File: config.mk
export PLATFORM = sky130hd
export DESIGN_NAME = fractcam_match_encoder
export DESIGN_NICKNAME = d
export VERILOG_FILES = /design/src/rtl/fractcam_pkg.sv /design/src/rtl/fractcam_prio_enc4.sv /design/src/rtl/fractcam_match_encoder.sv
export SDC_FILE = /design/constraint.sdc
export NUM_CORES = 1
export LEC_CHECK = 0
export BUFFER_PORTS_ARGS = -buffer_cell sky130_fd_sc_hd__buf_2
export CELL_PAD_IN_SITES_DETAIL_PLACEMENT = 0
export CELL_PAD_IN_SITES_GLOBAL_PLACEMENT = 2
export CORE_ASPECT_RATIO = 0.5
export CORE_UTILIZATION = 33
export CTS_BUF_LIST = sky130_fd_sc_hd__clkbuf_8 sky130_fd_sc_hd__clkbuf_16
export CTS_CLUSTER_DIAMETER = 200
export DETAILED_ROUTE_END_ITERATION = 16
export GPL_TIMING_DRIVEN = 0
export PLACE_DENSITY_LB_ADDON = 0.25
export SLEW_MARGIN = 30
export SYNTH_ARGS = -nofsm -noshare
export SYNTH_HDL_FRONTEND = slang
export SYNTH_SLANG_ARGS = --single-unit
File: constraint.sdc
create_clock -name clk -period 3.2 [get_ports clk]
set_clock_uncertainty 0.2 [all_clocks]
set_input_delay 0.16 -clock clk [delete_from_list [all_inputs] [get_ports clk]]
set_output_delay 0.16 -clock clk [all_outputs]
set_load 0.03 [all_outputs]
File: src/rtl/fractcam_pkg.sv
// ----------------------------------------------------------------------------
// fractcam_pkg
// Shared constants and helpers for the fractured-CAM match encoder.
//   GROUP_W   : entries per priority-encode group (matches the 4-entry slice
//               granularity of the match-combine stage)
//   idx_width : width of an entry index for a CAM of the given depth
// ----------------------------------------------------------------------------
package fractcam_pkg;

    localparam int GROUP_W = 4;

    function automatic int idx_width(input int depth);
        return $clog2(depth);
    endfunction

endpackage

File: src/rtl/fractcam_prio_enc4.sv
// ----------------------------------------------------------------------------
// fractcam_prio_enc4
// Combinational 4-bit priority encoder; bit 0 has the highest priority.
// Ports:
//   i_bits  in  4  match bits of one group
//   o_hit   out 1  any bit set
//   o_idx   out 2  position of the lowest set bit (0 when no bit set)
//   o_multi out 1  two or more bits set
// ----------------------------------------------------------------------------
module fractcam_prio_enc4
    import fractcam_pkg::*;
(
    input  logic [GROUP_W-1:0] i_bits,
    output logic               o_hit,
    output logic [1:0]         o_idx,
    output logic               o_multi
);

    assign o_hit = |i_bits;

    // Clearing the lowest set bit leaves something only if another bit was set.
    assign o_multi = |(i_bits & (i_bits - 4'd1));

    always_comb begin
        o_idx = 2'd0;
        if      (i_bits[0]) o_idx = 2'd0;
        else if (i_bits[1]) o_idx = 2'd1;
        else if (i_bits[2]) o_idx = 2'd2;
        else if (i_bits[3]) o_idx = 2'd3;
    end

endmodule

File: src/rtl/fractcam_match_encoder.sv
// ----------------------------------------------------------------------------
// fractcam_match_encoder
// Turns the D-bit combined match vector of the fractured CAM into a hit flag
// and the lowest matching entry index. Two registered stages:
//   stage 1 : per-group (4-entry) priority encode
//   stage 2 : lowest hitting group wins, result lands in the m_* registers
// Valid/ready on both sides; one lookup per cycle when m_ready stays high.
//
// Ports:
//   clk      in   1      clock
//   rst_n    in   1      asynchronous active-low reset
//   s_match  in   D      combined match vector, bit i = entry i matches
//   s_valid  in   1      s_match valid
//   s_ready  out  1      encoder can accept s_match this cycle
//   m_hit    out  1      at least one entry matched
//   m_index  out  IDX_W  lowest matching entry index, 0 on miss
//   m_valid  out  1      result valid
//   m_ready  in   1      downstream accepts result
//   m_multi  out  1      more than one entry matched
//
// Build option: define FRACTCAM_MULTI_HIT_EN to add the m_multi output and
// its logic; without it the port is absent.
// ----------------------------------------------------------------------------
module fractcam_match_encoder
    import fractcam_pkg::*;
#(
    parameter  int D     = 64,
    localparam int IDX_W = idx_width(D),
    localparam int NG    = D / GROUP_W
) (
    input  logic             clk,
    input  logic             rst_n,
    input  logic [D-1:0]     s_match,
    input  logic             s_valid,
    output logic             s_ready,
    output logic             m_hit,
    output logic [IDX_W-1:0] m_index,
    output logic             m_valid,
    input  logic             m_ready
`ifdef FRACTCAM_MULTI_HIT_EN
    ,
    output logic             m_multi
`endif
);

    if ((D % GROUP_W) != 0 || D < 8) begin : g_bad_depth
        $error("fractcam_match_encoder: D=%0d must be a multiple of 4 and >= 8", D);
    end

    // ------------------------------------------------------------------
    // Handshake: each stage advances when the stage after it can take data.
    // ------------------------------------------------------------------
    logic w_adv1;
    logic w_adv2;
    logic r_s1_valid;

    assign w_adv2  = ~m_valid | m_ready;
    assign w_adv1  = ~r_s1_valid | w_adv2;
    assign s_ready = w_adv1;

    // ------------------------------------------------------------------
    // Stage 1: group encode
    // ------------------------------------------------------------------
    logic [NG-1:0]      w_g_hit;
    logic [NG-1:0]      w_g_multi;
    logic [NG-1:0][1:0] w_g_idx;

    for (genvar g = 0; g < NG; g++) begin : g_enc
        fractcam_prio_enc4 u_enc (
            .i_bits  (s_match[GROUP_W*g +: GROUP_W]),
            .o_hit   (w_g_hit[g]),
            .o_idx   (w_g_idx[g]),
            .o_multi (w_g_multi[g])
        );
    end

    logic [NG-1:0]      r_g_hit;
    logic [NG-1:0][1:0] r_g_idx;

    always_ff @(posedge clk or negedge rst_n) begin
        if (!rst_n) begin
            r_s1_valid <= 1'b0;
            r_g_hit    <= '0;
            r_g_idx    <= '0;
        end else if (w_adv1) begin
            r_s1_valid <= s_valid & s_ready;
            r_g_hit    <= w_g_hit;
            r_g_idx    <= w_g_idx;
        end
    end

    // ------------------------------------------------------------------
    // Stage 2: group reduce. Scanning from the top down lets the lowest
    // hitting group overwrite any higher one.
    // ------------------------------------------------------------------
    logic [IDX_W-1:0] w_index;
    logic             w_hit;

    always_comb begin
        w_index = '0;
        w_hit   = |r_g_hit;
        for (int g = NG - 1; g >= 0; g--) begin
            if (r_g_hit[g]) w_index = IDX_W'(GROUP_W * g) | IDX_W'(r_g_idx[g]);
        end
    end

    always_ff @(posedge clk or negedge rst_n) begin
        if (!rst_n) begin
            m_valid <= 1'b0;
            m_hit   <= 1'b0;
            m_index <= '0;
        end else if (w_adv2) begin
            m_valid <= r_s1_valid;
            m_hit   <= w_hit;
            m_index <= w_index;
        end
    end

`ifdef FRACTCAM_MULTI_HIT_EN
    logic [NG-1:0] r_g_multi;
    logic          w_multi;
    logic          w_seen;

    always_ff @(posedge clk or negedge rst_n) begin
        if (!rst_n)      r_g_multi <= '0;
        else if (w_adv1) r_g_multi <= w_g_multi;
    end

    // Multi-hit: two bits inside one group, or hits in two distinct groups.
    always_comb begin
        w_multi = |r_g_multi;
        w_seen  = 1'b0;
        for (int g = 0; g < NG; g++) begin
            if (r_g_hit[g] && w_seen) w_multi = 1'b1;
            w_seen = w_seen | r_g_hit[g];
        end
    end

    always_ff @(posedge clk or negedge rst_n) begin
        if (!rst_n)      m_multi <= 1'b0;
        else if (w_adv2) m_multi <= w_multi;
    end
`else
    logic w_unused_multi;
    assign w_unused_multi = ^w_g_multi;
`endif

endmodule

# == Yosys cells after proc, flatten, opt, wreduce, memory -nomap -nowiden ==
# Cells that the tools add are included.
# totals
regBits,57
input_bits,68
output_inout_bits,9
word_cells,123
# classes
mux,80
n_bitwise,5
n_reduce_logical,17
# op_table
cell,count
two-way mux 2 bit,64
two-way mux 6 bit,16
OR reduction 4 bit,16
OR reduction 16 bit,1
NOT 1 bit,2
bitwise OR 1 bit,2
bitwise AND 1 bit,1

# == Logic depth before layout (Yosys ltp) ==
# logic_depth
depth_word,16
depth_mapped,8

# == Cells and area by module ==
# A second synthesis with hierarchy kept.
# hier_totals
hier_cells,385
hier_area_um2,3349.5
# modules_own_cells
module,n_inst,cells_per_inst,area_each_um2,seq_area_each_um2
fractcam_match_encoder,1,225,2588.7,1426.4
fractcam_prio_enc4,16,10,47.5,0.0

# == Worst setup path after synthesis ==
# Ideal clock, no wire load.
# synth_path
path_type,register -> register
startpoint,reg m_valid
endpoint,reg r_g_hit[10]
setup_ps,139
t_arrival_ps,1516
t_required_ps,2861
path_slack_ps,1345
path_stages_with_launch,8
path_buffers,3
cell_sequence,dfrtp_1 nor2b_1 and2_1 buf_2 inv_1 buf_2 buf_2 a31oi_1
# synth_via
elab_chain_cells,3
# synth_rtl
item,line_no,text
from (decl),fractcam_match_encoder.sv:38,"output logic m_valid,"
from (signal assigned),fractcam_match_encoder.sv:113,m_valid <= r_s1_valid;
NOT 1 bit,fractcam_match_encoder.sv:57,assign w_adv2 = ~m_valid | m_ready;
bitwise OR 1 bit,fractcam_match_encoder.sv:57,
bitwise OR 1 bit,fractcam_match_encoder.sv:58,assign w_adv1 = ~r_s1_valid | w_adv2;
named net s_ready,fractcam_match_encoder.sv:35,"output logic s_ready,"
to (signal assigned),fractcam_match_encoder.sv:87,r_g_hit <= w_g_hit;
to (decl),fractcam_match_encoder.sv:77,logic [NG-1:0] r_g_hit;
# The timed path passes the listed nets, and every way through them passes these cells.
# A chain may end at the register's enable or synchronous reset.

# == Worst setup path in the final report ==
# layout_path
startpoint,reg m_valid
endpoint,reg r_g_idx[10] (netlist name)
# layout_via
elab_chain_cells,3
# layout_rtl
item,line_no,text
NOT 1 bit,fractcam_match_encoder.sv:57,
bitwise OR 1 bit,fractcam_match_encoder.sv:57,
bitwise OR 1 bit,fractcam_match_encoder.sv:58,
to (signal assigned),fractcam_match_encoder.sv:88,r_g_idx <= w_g_idx;
to (decl),fractcam_match_encoder.sv:78,logic [NG-1:0][1:0] r_g_idx;
# Every way passes these cells.

==> run_results.csv <==
group,metric,value,unit
worst_setup_path,r2r-end,"r_g_idx[10]",
timing,timing_hold_violations_final,0,
floorplan,placeableCoreArea,8230,sq um
route,dr_total_vias,3094,
outcome,run_status,"complete, no violations",
logic_synthesis,netlist.area_leader.share,0.495,
worst_setup_path,cp.required,3.26,ns
worst_setup_path,crit_arrival,2.69,ns
place,buffer_ports.inserted,76,
global_route,antenna_violations_before_repair,0,
timing,crit_share_post_route,0.821,
floorplan,design.die.area,9120,sq um
clock_network,clock_tree.htree_level_count,3,
logic_synthesis,ys_types,34,
global_route,largest_net_degree_at_the_start_of_global_routing,58,
timing,fin_worst_hold_slack,0.00608,ns
hold_path,min_delay_worst_endpoint,"r_g_idx[11]",
worst_setup_path,rr_startpoint,"m_valid",
logic_synthesis,ys_top_cells_by_area,"sky130_fd_sc_hd__dfrtp_1 (50%), sky130_fd_sc_hd__nor2_1 (7.4%), sky130_fd_sc_hd__o21ai_0 (6.8%)",
worst_setup_path,crit_path_top_delay_cell,"sky130_fd_sc_hd__dlygate4sd3_1",
timing,setup_tns,0,ns
final_layout,fillCellCount,801,
logic_synthesis,synth-main-ff-cell,"sky130_fd_sc_hd__dfrtp_1",
timing,rsz_0062_raised_after_global_routing,"false",
clock_network,tritoncts,"built",
logic_synthesis,netlist.top_cell.by_area,"sky130_fd_sc_hd__dfrtp_1",
logic_synthesis,xor_xnor_portion_of_the_synthesized_cell_area,0,
floorplan,fp.dieW,134,um
worst_setup_path,reg2reg_setup_slack,0.57,ns
timing,max_freq,380,MHz
clock_network,clockRootBuffer,"sky130_fd_sc_hd__clkbuf_16",
floorplan,initial_utilization,0.350,
route,drc_errors_left,0,
clock_network,clkTransAtPathRegs,0.05,ns
timing,finalMaxSlewViolations,0,
worst_setup_path,cp_cell_sequence,"nor2b_1 -> and2_1 -> buf_2 -> inv_1 -> clkbuf_1 -> o21ai_0 -> o21ai_0 -> dlygate4sd3_1",
global_route,number_of_global_route_vias_before_repair,3131,
floorplan,top_level_ports,77,
route,vias_per_cell,5.02,
flow_run,total_of_max_cap_violations,0,
clock_network,cts.sink_count,57,
logic_synthesis,synth_common_cells,"sky130_fd_sc_hd__dfrtp_1 (57), sky130_fd_sc_hd__nor2_1 (57), sky130_fd_sc_hd__nand2_1 (46)",
logic_synthesis,synthMuxAreaShare,0,
logic_synthesis,syn_nets,396,
floorplan,die-height,68.0,um
logic_synthesis,postSynthAreaPerCell,8.78,sq um
final_layout,drive_gt1_frac,0.194,
final_layout,nets,569,
timing,timing.final.setup_violations,0,
global_route,first_pass_grt_wire_length,15.2,mm
final_layout,antenna_cells,0,
logic_synthesis,synth_edf_count,0,
worst_setup_path,crit_fanout,10,
floorplan,floorplan.rows,23,
worst_setup_path,startpoint_type,"flip-flop",
clock_network,clock_insertion_delay_worst_skew,0.32,ns
route,routed_wire_length_per_instance,15.2,um
route,detail_route.wirelength,9.39,mm
power_and_ir_drop,p_leak,0.00194,uW
place,hpwl,6.28,mm
logic_synthesis,synth_seq_cells,57,
global_route,globalRouteTotalUtil,0.224,
worst_setup_path,critical-path-top-delay-family,"buffers and inverters",
worst_setup_path,timing.critical_path.mode_cell,"sky130_fd_sc_hd__o21ai_0",
logic_synthesis,post_synthesis_compound_gate_area_fraction,0.244,
logic_synthesis,synth_adder_area_share,0,
final_layout,layout-area-overhead-vs-synth,57.2,%
clock_network,cts-buffers-inserted,9,
logic_synthesis,main_combinational_cell_family_by_area_after_synthesis,"compound AO/OA/AOI/OAI gates",
timing,slew_headroom,0.501,
timing,min_period,2.63,ns
worst_setup_path,critical_path_depth,8,
clock_network,post_cts_resized,0,
global_route,overflow,0,
clock_network,post-cts-setup-buffers,0,
route,drtIter0Drc,149,
logic_synthesis,synthesis.instances,328,
logic_synthesis,synth_simple_gate_area_share,0.225,
hold_path,min-delay-path-class,"input pin to flip-flop",
logic_synthesis,post_synth_instance_area,2880,sq um
place,gpl.final_weighted_congestion,0.817,
power_and_ir_drop,vdd_ir_drop_max,0.250,mV
clock_network,max-clock-path-buffers,2,
power_and_ir_drop,power_density,441,nW/um^2
route,drt_first_pass_iters,4,
logic_synthesis,ys.warnings.count,0,
worst_setup_path,critical_path.endpoint_type,"flip-flop",
route,final_antenna_net_count,0,
worst_setup_path,crit_buf_inv,4,
worst_setup_path,worst_r2r_path_depth,8,
logic_synthesis,postSynth.asyncResetShare,1.00,
timing,tightest_slew,0.748,ns
hold_path,min_path_cells,3,
logic_synthesis,synth.yosys.seq_area_share,0.495,
worst_setup_path,crit_type,"flip-flop to flip-flop",
hold_path,min_from,"s_match[22]",
worst_setup_path,worst_path_largest_cell_delay,0.56,ns
## repair_timing
| action | 4_1_cts | 5_1_grt |
|---|---|---|
| endpoints found under the setup margin | 0 | 0 |
| hold buffers | 86 | 0 |
| endpoints found under the hold margin | 106 | 0 |
## kinds of logic after synthesis
logic type / count (synthesis)
simple gates: 144
compound gates: 104
flops: 57
buf+inv: 23
## worst max-delay path by stage
stage | startpoint | slack [ns] | end
3_5_place_dp | m_valid | 1.08 | r_g_idx[14]
6_report | m_valid | 0.57 | r_g_idx[10]
4_1_cts | m_valid | 0.63 | r_g_idx[10]
5_1_grt | m_valid | 0.39 | r_g_idx[10]
3_3_place_gp | r_g_hit[8] | 1.18 | m_index[1]
2_1_floorplan | m_valid | 1.34 | r_g_hit[10]
## worst reg2reg max path, cell delays in order (launching register included)
cell and delay, ns:
sky130_fd_sc_hd__dfrtp_1 0.38, sky130_fd_sc_hd__nor2b_1 0.15, sky130_fd_sc_hd__and2_1 0.15, sky130_fd_sc_hd__buf_2 0.15, sky130_fd_sc_hd__inv_1 0.07, sky130_fd_sc_hd__clkbuf_1 0.54, sky130_fd_sc_hd__o21ai_0 0.19, sky130_fd_sc_hd__o21ai_0 0.18
sky130_fd_sc_hd__dlygate4sd3_1 0.56
## per-stage QoR
stage / total power, uW / area [sq um] / setup WS [ns] / utilization / std cells
after CTS: 2010 / 4530 / 0.628 / 0.550 / 616
after global placement: 1060 / 3400 / 1.18 / 0.413 / 516
final: 2000 / 4530 / 0.571 / 0.550 / 616
after floorplan: 937 / 2880 / 1.34 / - / 328
after detailed placement: 1070 / 3400 / 1.08 / 0.413 / 516
after global routing: 2090 / 4530 / 0.394 / 0.550 / 616
## flip-flops by register name (all words and copies together) (netlist names)
signal	flops
m_valid	1
m_hit	1
m_index	6
r_g_idx	32
r_g_hit	16
r_s1_valid	1
## power breakdown
| part | leakage [uW] | internal (uW) | total [uW] | switching [uW] |
|---|---|---|---|---|
| Sequential | 0.000670 | 773 | 805 | 32.6 |
| Combinational | 0.00113 | 170 | 342 | 172 |
| Clock | 0.000141 | 547 | 851 | 304 |
| Total | 0.00194 | 1490 | 2000 | 508 |
## metal layers
metal  routed length, um  track usage  part of all wire  vias to the layer above
li1                    -            -                 -                     1527
met1                4560        0.289              0.49                     1469
met2                4190        0.370              0.45                       91
met3                 551       0.0607             0.059                        7
met4                  80       0.0716            0.0085                        0
met5                   0            0                 0                        -
## placed cells by master (no fill, tap or decap), types with 2 or more instances in the layout
master,n
sky130_fd_sc_hd__o21a_1,2
sky130_fd_sc_hd__dlygate4sd3_1,86
sky130_fd_sc_hd__o41ai_1,14
sky130_fd_sc_hd__dfrtp_1,57
sky130_fd_sc_hd__nor4_1,2
sky130_fd_sc_hd__nor2_1,57
sky130_fd_sc_hd__buf_4,3
sky130_fd_sc_hd__a21oi_1,3
sky130_fd_sc_hd__nor3b_1,5
sky130_fd_sc_hd__clkbuf_16,9
sky130_fd_sc_hd__o21bai_1,2
sky130_fd_sc_hd__inv_1,9
sky130_fd_sc_hd__nor3_1,2
sky130_fd_sc_hd__o41ai_2,2
sky130_fd_sc_hd__nor2b_1,23
sky130_fd_sc_hd__o211ai_1,9
sky130_fd_sc_hd__a221o_1,2
sky130_fd_sc_hd__nand2b_1,3
sky130_fd_sc_hd__a31oi_1,16
sky130_fd_sc_hd__clkbuf_8,2
sky130_fd_sc_hd__o21ai_0,39
sky130_fd_sc_hd__a2111oi_0,4
sky130_fd_sc_hd__buf_2,82
sky130_fd_sc_hd__clkbuf_1,8
sky130_fd_sc_hd__o22ai_1,2
sky130_fd_sc_hd__a211oi_1,5
sky130_fd_sc_hd__nand2_1,46
## cell type report
type | count | area (sq um) | share of cell area
buffer | 17 | 80.1 | 0.0177
clock buffer | 11 | 253 | 0.0558
clock inverter | 3 | 11.3 | 0.00249
timing repair buffer | 162 | 1240 | 0.275
sequential | 57 | 1430 | 0.315
inverter | 6 | 22.5 | 0.00498
multi-input combinational | 248 | 1350 | 0.298
tap | 112 | 140 | 0.0310
(Power assumes the default switching activity.)
